File: config.mk
export PLATFORM = sky130hd
export DESIGN_NAME = mem_port_arbiter
export DESIGN_NICKNAME = d
export VERILOG_FILES = /design/src/rtl/mem_port_arbiter.sv
export SDC_FILE = /design/constraint.sdc
export NUM_CORES = 1
export LEC_CHECK = 0
export ABC_AREA = 1
export BUFFER_PORTS_ARGS = -buffer_cell sky130_fd_sc_hd__buf_2
export CAP_MARGIN = 10
export CORE_MARGIN = 8
export CORE_UTILIZATION = 41
export DETAILED_ROUTE_END_ITERATION = 12
export PLACE_DENSITY = 0.78
export REMOVE_ABC_BUFFERS = 1
export SKIP_CTS_REPAIR_TIMING = 1
export SLEW_MARGIN = 40
export SYNTH_ARGS = -nofsm -noshare
export SYNTH_HDL_FRONTEND = slang
export SYNTH_SLANG_ARGS = --single-unit
File: constraint.sdc
create_clock -name clk -period 1.15 [get_ports clk]
set_input_delay 0.115 -clock clk [delete_from_list [all_inputs] [get_ports clk]]
set_output_delay 0.115 -clock clk [all_outputs]
set_load 0.02 [all_outputs]
File: src/rtl/mem_port_arbiter.sv
// Merges NUM_CH request/valid channels onto one memory port with fixed-priority
// or round-robin arbitration, latched request fields and an optional timeout.
module mem_port_arbiter #(
   parameter int NUM_CH    = 2,
   parameter int ADDR_W    = 32,
   parameter int DATA_W    = 32,
   parameter int MASK_W    = DATA_W / 8,
   parameter int PRIO_MODE = 0,
   parameter int TIMEOUT   = 0
) (
   input  logic                       clk,
   input  logic                       rst,
   input  logic [NUM_CH-1:0]          ch_request,
   input  logic [NUM_CH-1:0]          ch_we_re,
   input  logic [NUM_CH*MASK_W-1:0]   ch_mask,
   input  logic [NUM_CH*ADDR_W-1:0]   ch_address,
   input  logic [NUM_CH*DATA_W-1:0]   ch_wdata,
   output logic [NUM_CH-1:0]          ch_valid,
   output logic                       ch_error,
   output logic [DATA_W-1:0]          ch_rdata,
   output logic                       mem_request,
   output logic                       mem_we_re,
   output logic [MASK_W-1:0]          mem_mask,
   output logic [ADDR_W-1:0]          mem_address,
   output logic [DATA_W-1:0]          mem_wdata,
   input  logic                       mem_valid,
   input  logic [DATA_W-1:0]          mem_rdata,
   output logic [$clog2(NUM_CH)-1:0]  grant_id,
   output logic                       busy
);

   localparam int GID_W = $clog2(NUM_CH);
   localparam int CNT_W = (TIMEOUT > 0) ? $clog2(TIMEOUT + 1) : 1;
   // The counter fires on the cycle it would have reached TIMEOUT, so mem_request
   // stays high for exactly TIMEOUT cycles.
   localparam logic [CNT_W-1:0] CNT_LAST = CNT_W'((TIMEOUT > 0) ? TIMEOUT - 1 : 0);

   typedef enum logic [1:0] {
      S_IDLE,
      S_BUSY,
      S_RESP
   } state_t;

   state_t             state, state_d;
   logic [GID_W-1:0]   last_grant, last_grant_d;
   logic [GID_W-1:0]   grant_id_d;
   logic [CNT_W-1:0]   to_cnt, to_cnt_d;
   logic               mem_request_d, mem_we_re_d;
   logic [MASK_W-1:0]  mem_mask_d;
   logic [ADDR_W-1:0]  mem_address_d;
   logic [DATA_W-1:0]  mem_wdata_d;
   logic [NUM_CH-1:0]  ch_valid_d;
   logic               ch_error_d;
   logic [DATA_W-1:0]  ch_rdata_d;
   logic               busy_d;

   logic               win_found;
   logic [GID_W-1:0]   win_id;

   // Winner selection. Loops run from the far end so the last hit is the preferred one.
   always_comb begin
      int idx;
      // NOTE: every variable gets a default before any branch so no latch is inferred.
      win_found = 1'b0;
      win_id    = '0;
      idx       = 0;
      if (PRIO_MODE == 0) begin
         for (int i = NUM_CH - 1; i >= 0; i--) begin
            if (ch_request[i]) begin
               win_found = 1'b1;
               win_id    = GID_W'(i);
            end
         end
      end else begin
         for (int i = NUM_CH; i >= 1; i--) begin
            idx = (int'(last_grant) + i) % NUM_CH;
            if (ch_request[idx]) begin
               win_found = 1'b1;
               win_id    = GID_W'(idx);
            end
         end
      end
   end

   always_comb begin
      state_d       = state;
      last_grant_d  = last_grant;
      grant_id_d    = grant_id;
      to_cnt_d      = to_cnt;
      mem_request_d = mem_request;
      mem_we_re_d   = mem_we_re;
      mem_mask_d    = mem_mask;
      mem_address_d = mem_address;
      mem_wdata_d   = mem_wdata;
      ch_valid_d    = '0;
      ch_error_d    = 1'b0;
      ch_rdata_d    = ch_rdata;

      case (state)
         S_IDLE: begin
            if (win_found) begin
               mem_we_re_d   = ch_we_re[win_id];
               mem_mask_d    = ch_mask[win_id*MASK_W +: MASK_W];
               mem_address_d = ch_address[win_id*ADDR_W +: ADDR_W];
               mem_wdata_d   = ch_wdata[win_id*DATA_W +: DATA_W];
               grant_id_d    = win_id;
               last_grant_d  = win_id;
               mem_request_d = 1'b1;
               to_cnt_d      = '0;
               state_d       = S_BUSY;
            end
         end
         S_BUSY: begin
            // A completion in the timeout cycle still counts as a normal completion.
            if (mem_valid) begin
               ch_rdata_d    = mem_rdata;
               ch_valid_d    = NUM_CH'(1) << grant_id;
               mem_request_d = 1'b0;
               state_d       = S_RESP;
            end else if (TIMEOUT != 0 && to_cnt == CNT_LAST) begin
               ch_rdata_d    = '0;
               ch_valid_d    = NUM_CH'(1) << grant_id;
               ch_error_d    = 1'b1;
               mem_request_d = 1'b0;
               state_d       = S_RESP;
            end else if (TIMEOUT != 0) begin
               to_cnt_d = to_cnt + CNT_W'(1);
            end
         end
         S_RESP:  state_d = S_IDLE;
         default: state_d = S_IDLE;
      endcase

      busy_d = (state_d != S_IDLE);
   end

   always_ff @(posedge clk) begin
      // NOTE: state is updated with non-blocking assignments so every register
      // samples the pre-edge values regardless of statement order.
      if (rst) begin
         state       <= S_IDLE;
         last_grant  <= GID_W'(NUM_CH - 1);
         grant_id    <= '0;
         to_cnt      <= '0;
         mem_request <= 1'b0;
         mem_we_re   <= 1'b0;
         mem_mask    <= '0;
         mem_address <= '0;
         mem_wdata   <= '0;
         ch_valid    <= '0;
         ch_error    <= 1'b0;
         ch_rdata    <= '0;
         busy        <= 1'b0;
      end else begin
         state       <= state_d;
         last_grant  <= last_grant_d;
         grant_id    <= grant_id_d;
         to_cnt      <= to_cnt_d;
         mem_request <= mem_request_d;
         mem_we_re   <= mem_we_re_d;
         mem_mask    <= mem_mask_d;
         mem_address <= mem_address_d;
         mem_wdata   <= mem_wdata_d;
         ch_valid    <= ch_valid_d;
         ch_error    <= ch_error_d;
         ch_rdata    <= ch_rdata_d;
         busy        <= busy_d;
      end
   end

endmodule

* Word-level counts from Yosys, hierarchy flattened
Cells that the tools add are included.
** Word-level totals
- Logic and storage cells :: 38
- Register bits :: 108
- Output and inout bits :: 107
** Operators by class
- Multiplexer cells :: 11
- Order comparisons :: 1
- Equal/unequal tests :: 3
- Shift operators :: 4
- Reductions and logical operators :: 7
- Bitwise operators :: 2
** Operators with widths (count)
- indexed part select 64 x 7 -> 32 bit :: 2
- indexed part select 8 x 4 -> 4 bit :: 1
- 2-to-1 mux 1 bit :: 7
- 2-to-1 mux 2 bit :: 2
- != test 2 bit (second input constant) :: 2
- case mux 2 bit (2 select lines) :: 1
- AND reduction 2 bit :: 2
- nonzero test 2 bit :: 2
- AND reduction 3 bit :: 1
- OR reduction 3 bit :: 1
- == test 2 x 1 -> 1 bit (second input constant) :: 1
- logical NOT 2 bit :: 1
- < comparator 1 x 2 -> 1 bit (second input constant) :: 1
- NOT 1 bit :: 2
- case mux 1 bit (2 select lines) :: 1
- left shift 1 x 1 -> 2 bit (first input constant) :: 1

* Depth between registers and ports, before layout
- Word-level depth :: 5
- Gate-level depth with buffers :: 8
- Gate-level depth less buffers :: 6

* Worst setup path before layout
Ideal clock, no wire load.
- Kind :: reg2reg
- From :: register state[1]
- To :: register mem_address[24]
- Required time :: 1.037 ns
- Data arrival time :: 1.032 ns
- Cell stages (with the launch flop) :: 7
- Clock period less this slack :: 1.144 ns
- Path slack :: 0.006 ns
- Cells stage by stage :: dfxtp_1 nor2_4 buf_4 buf_2 nand3_1 nor2_1 nor2_1
** On the way
- Longest elaborated chain between the ends :: 2
** Ends and longest elaborated chain
- from (decl) :: RTL line 44 : state_t state, state_d;
- from (signal assigned) :: RTL line 155 : state <= state_d;
- logical NOT 2 bit
- AND reduction 2 bit (no source line)
- to (signal assigned) :: RTL line 162 : mem_address <= mem_address_d;
- to (decl) :: RTL line 24 : output logic [ADDR_W-1:0] mem_address,
No other way between the ends.
A chain may end at the register's enable or synchronous reset.

* Worst setup path after layout
- From :: register state[0]
- To :: register mem_wdata[22]
** On the way
- Longest elaborated chain between the ends :: 2
** Ends and longest elaborated chain
- logical NOT 2 bit
- AND reduction 2 bit (no source line)
- to (signal assigned) :: RTL line 163 : mem_wdata <= mem_wdata_d;
- to (decl) :: RTL line 25 : output logic [DATA_W-1:0] mem_wdata,
No other way between the ends.

==> results.py <==
metrics = {
    "status": {
        "status": "complete, but fails checks",
        "violations": "negative setup slack",
    },
    "critical_path": {
        "reg2reg_from": "state[0]",
        "ff2ff_setup_slack_ns": -0.06,
        "crit_start": "state[0]",
        "arrival_ns": 1.45,
        "crit_chain": "nor2_4 > buf_6 > buf_6 > nand3_1 > nor2_1 > nor2_1",
        "start_kind": "register",
        "timing_worst_setup_path_type": "reg2reg",
        "crit_path_max_fanout": 12,
        "crit_path_top_delay_cell": "dfxtp_2",
        "max_stage_delay_ns": 0.34,
        "critPathBufInv": 2,
        "worstPathRequired_ns": 1.39,
        "setup.worst_path.end_class": "register",
        "crit_family": "simple AND/OR/NAND/NOR gates",
    },
    "global_routing": {
        "antenna_found_initial": 1,
        "grt_pass1_wl_um": 29350,
        "grt_use_total": 0.2045,
        "grt_max_degree": 50,
        "grt_overflow": 0,
        "grt_pass1_vias": 5877,
    },
    "timing": {
        "setup_viol": 50,
        "slew_violations": 0,
        "fmax_mhz": 826.2,
        "hold_violations": 0,
        "clock_skew_ns": 0.006116,
        "setup_ws_ns": -0.06037,
        "min_period_ns": 1.210,
        "layout_worst_path_cycle_share": 1.052,
        "rsz0062_at_grt": "true",
        "fin_setup_tns_ns": -1.299,
        "whs_ns": 0.02471,
    },
    "route": {
        "ant_nets": 0,
        "vias_per_cell": 4.632,
        "routed-via-count": 6276,
        "drcViolationCount": 0,
        "wl_um": 19520,
        "drtPass1Iterations": 4,
        "drt_iter0_markers": 514,
        "wl_per_cell_um": 14.41,
    },
    "die": {
        "core_area_um2": 13140,
        "die_w_um": 131.3,
        "num_io_pins": 282,
        "die-area_um2": 17240,
        "die_h_um": 131.3,
        "initial_core_util": 0.4150,
        "num_rows": 42,
    },
    "clocking": {
        "cts_buffer_depth": 2,
        "clock-root-buffer": "clkbuf_16",
        "htreeDepth": 3,
        "numCtsBuffers": 9,
        "insertion_delay_ns": 0.35,
        "cts_tree": "built",
        "path_clk_slew_ns": 0.07,
        "cts_sinks": 108,
    },
    "placed_design": {
        "place_ws_ns": -0.02292,
        "gp_congestion": 0.8163,
        "portBuffers": 280,
        "placedCellCount": 1331,
        "dp_hpwl_um": 13690,
    },
    "logic_synthesis": {
        "yosysSeqAreaShare": 0.3966,
        "ys_types": 23,
        "synth_area_per_cell_um2": 5.991,
        "synth_area_um2": 5451,
        "ys_seq_elements": 108,
        "syn_inst": 910,
        "ys_warn_count": 0,
    },
    "cells_and_area": {
        "fin_nets": 1352,
        "synthToLayoutAreaGrowth_pct": 41.52,
        "final_util": 0.5872,
        "layout-drive-gt1-share": 0.3048,
        "fin_cells": 1355,
    },
    "run": {
        "cap_violations": 0,
    },
    "worst_hold_path": {
        "worstHoldStart": "mem_rdata[5]",
        "hp-class": "in2reg",
    },
    "power": {
        "power_leakage_uw": 0.004461,
        "power.density_nw_per_um2": 1308,
        "ir_worst_vdd_mv": 0.6254,
    },
}
## metrics by stage
step / cell area [µm²] / power (µW)
after floorplan: 5165 / 5867
after global placement: 7097 / 7036
after detailed placement: 7097 / 7074
after CTS: 7343 / 9838
after global routing: 7715 / 10670
final: 7715 / 10090
## Yosys cell counts
cell / count / area (µm²)
o21a_1: 1 / 7.510
dfxtp_1: 108 / 2162
buf_2: 31 / 155.2
buf_1: 5 / 18.77
nor3b_1: 1 / 7.510
inv_2: 1 / 3.750
nor2_1: 213 / 799.5
buf_4: 6 / 45.04
nand2_2: 2 / 12.51
buf_6: 1 / 11.26
nand3_1: 101 / 505.5
o21ai_0: 1 / 5.000
conb_1: 1 / 3.750
inv_4: 1 / 6.260
clkbuf_1: 15 / 56.30
nor2_2: 1 / 6.260
inv_1: 141 / 529.3
nand3_2: 1 / 10.01
nor2_4: 1 / 11.26
a21oi_1: 34 / 170.2
nand2_1: 242 / 908.4
nand2_4: 1 / 11.26
nor3_1: 1 / 5.000
## worst paths after layout
check	to	depth (start not counted)
min reg2reg	ch_rdata[23]	2
max	mem_wdata[22]	6
min	ch_rdata[5]	3
max reg2reg	mem_wdata[22]	6
## layout by cell type, fill, tap and decap left out, types with 6 or more instances in the layout
master     count
buf_2        280
nand2_1      242
nor2_1       206
inv_1        140
dfxtp_1      106
nand3_1       90
a21oi_1       29
clkbuf_16     15
buf_12        12
buf_4         10
nand3_2        7
nor2_2         6
buf_6          6
## cells by family (layout without fill, tap and decap cells)
kind of cell / after synthesis / after routing / synth area share
AO/OA/AOI/OAI: 36 / 36 / 0.03351
AND/OR/NAND/NOR: 564 / 564 / 0.4177
flip-flops: 108 / 108 / 0.3966
other: 1 / 2 / 0.0006879
buffers and inverters: 201 / 469 / 0.1515
## routing by layer
layer | track usage | up-vias | wire length [µm]
li1 | - | 3220 | -
met1 | 0.2405 | 2746 | 8095
met2 | 0.3437 | 271 | 9370
met3 | 0.05373 | 39 | 1474
met4 | 0.09062 | 0 | 578
met5 | 0 | - | 0
## tightest hold or removal path, cell delays in order
cell and delay (ns):
buf_2 0.09, nand3_1 0.07, a21oi_1 0.05
## power by group
| part | switching [µW] | leakage [µW] | internal (µW) |
|---|---|---|---|
| clock network | 1290 | 0.000120 | 1480 |
| registers | 170 | 0.000891 | 4080 |
| logic | 1840 | 0.00345 | 1220 |
| total | 3300 | 0.00446 | 6780 |
## registers in the layout, summed over array words and instances, names as in the netlist, 2 cells and up
register and count:
mem_address 32, state 2, mem_mask 4, ch_rdata 32, ch_valid 2, mem_wdata 32
## final cells by class
type                    count  area (µm²)
well taps                 176       220.2
clock buffers              12       246.5
multi-input cells         601        2608
inverters                 143       539.3
diodes                      1       2.502
fillers                  1274        5423
repair buffers            314        1934
flip-flops and latches    108        2165
Power figures use the tool's default switching activity.
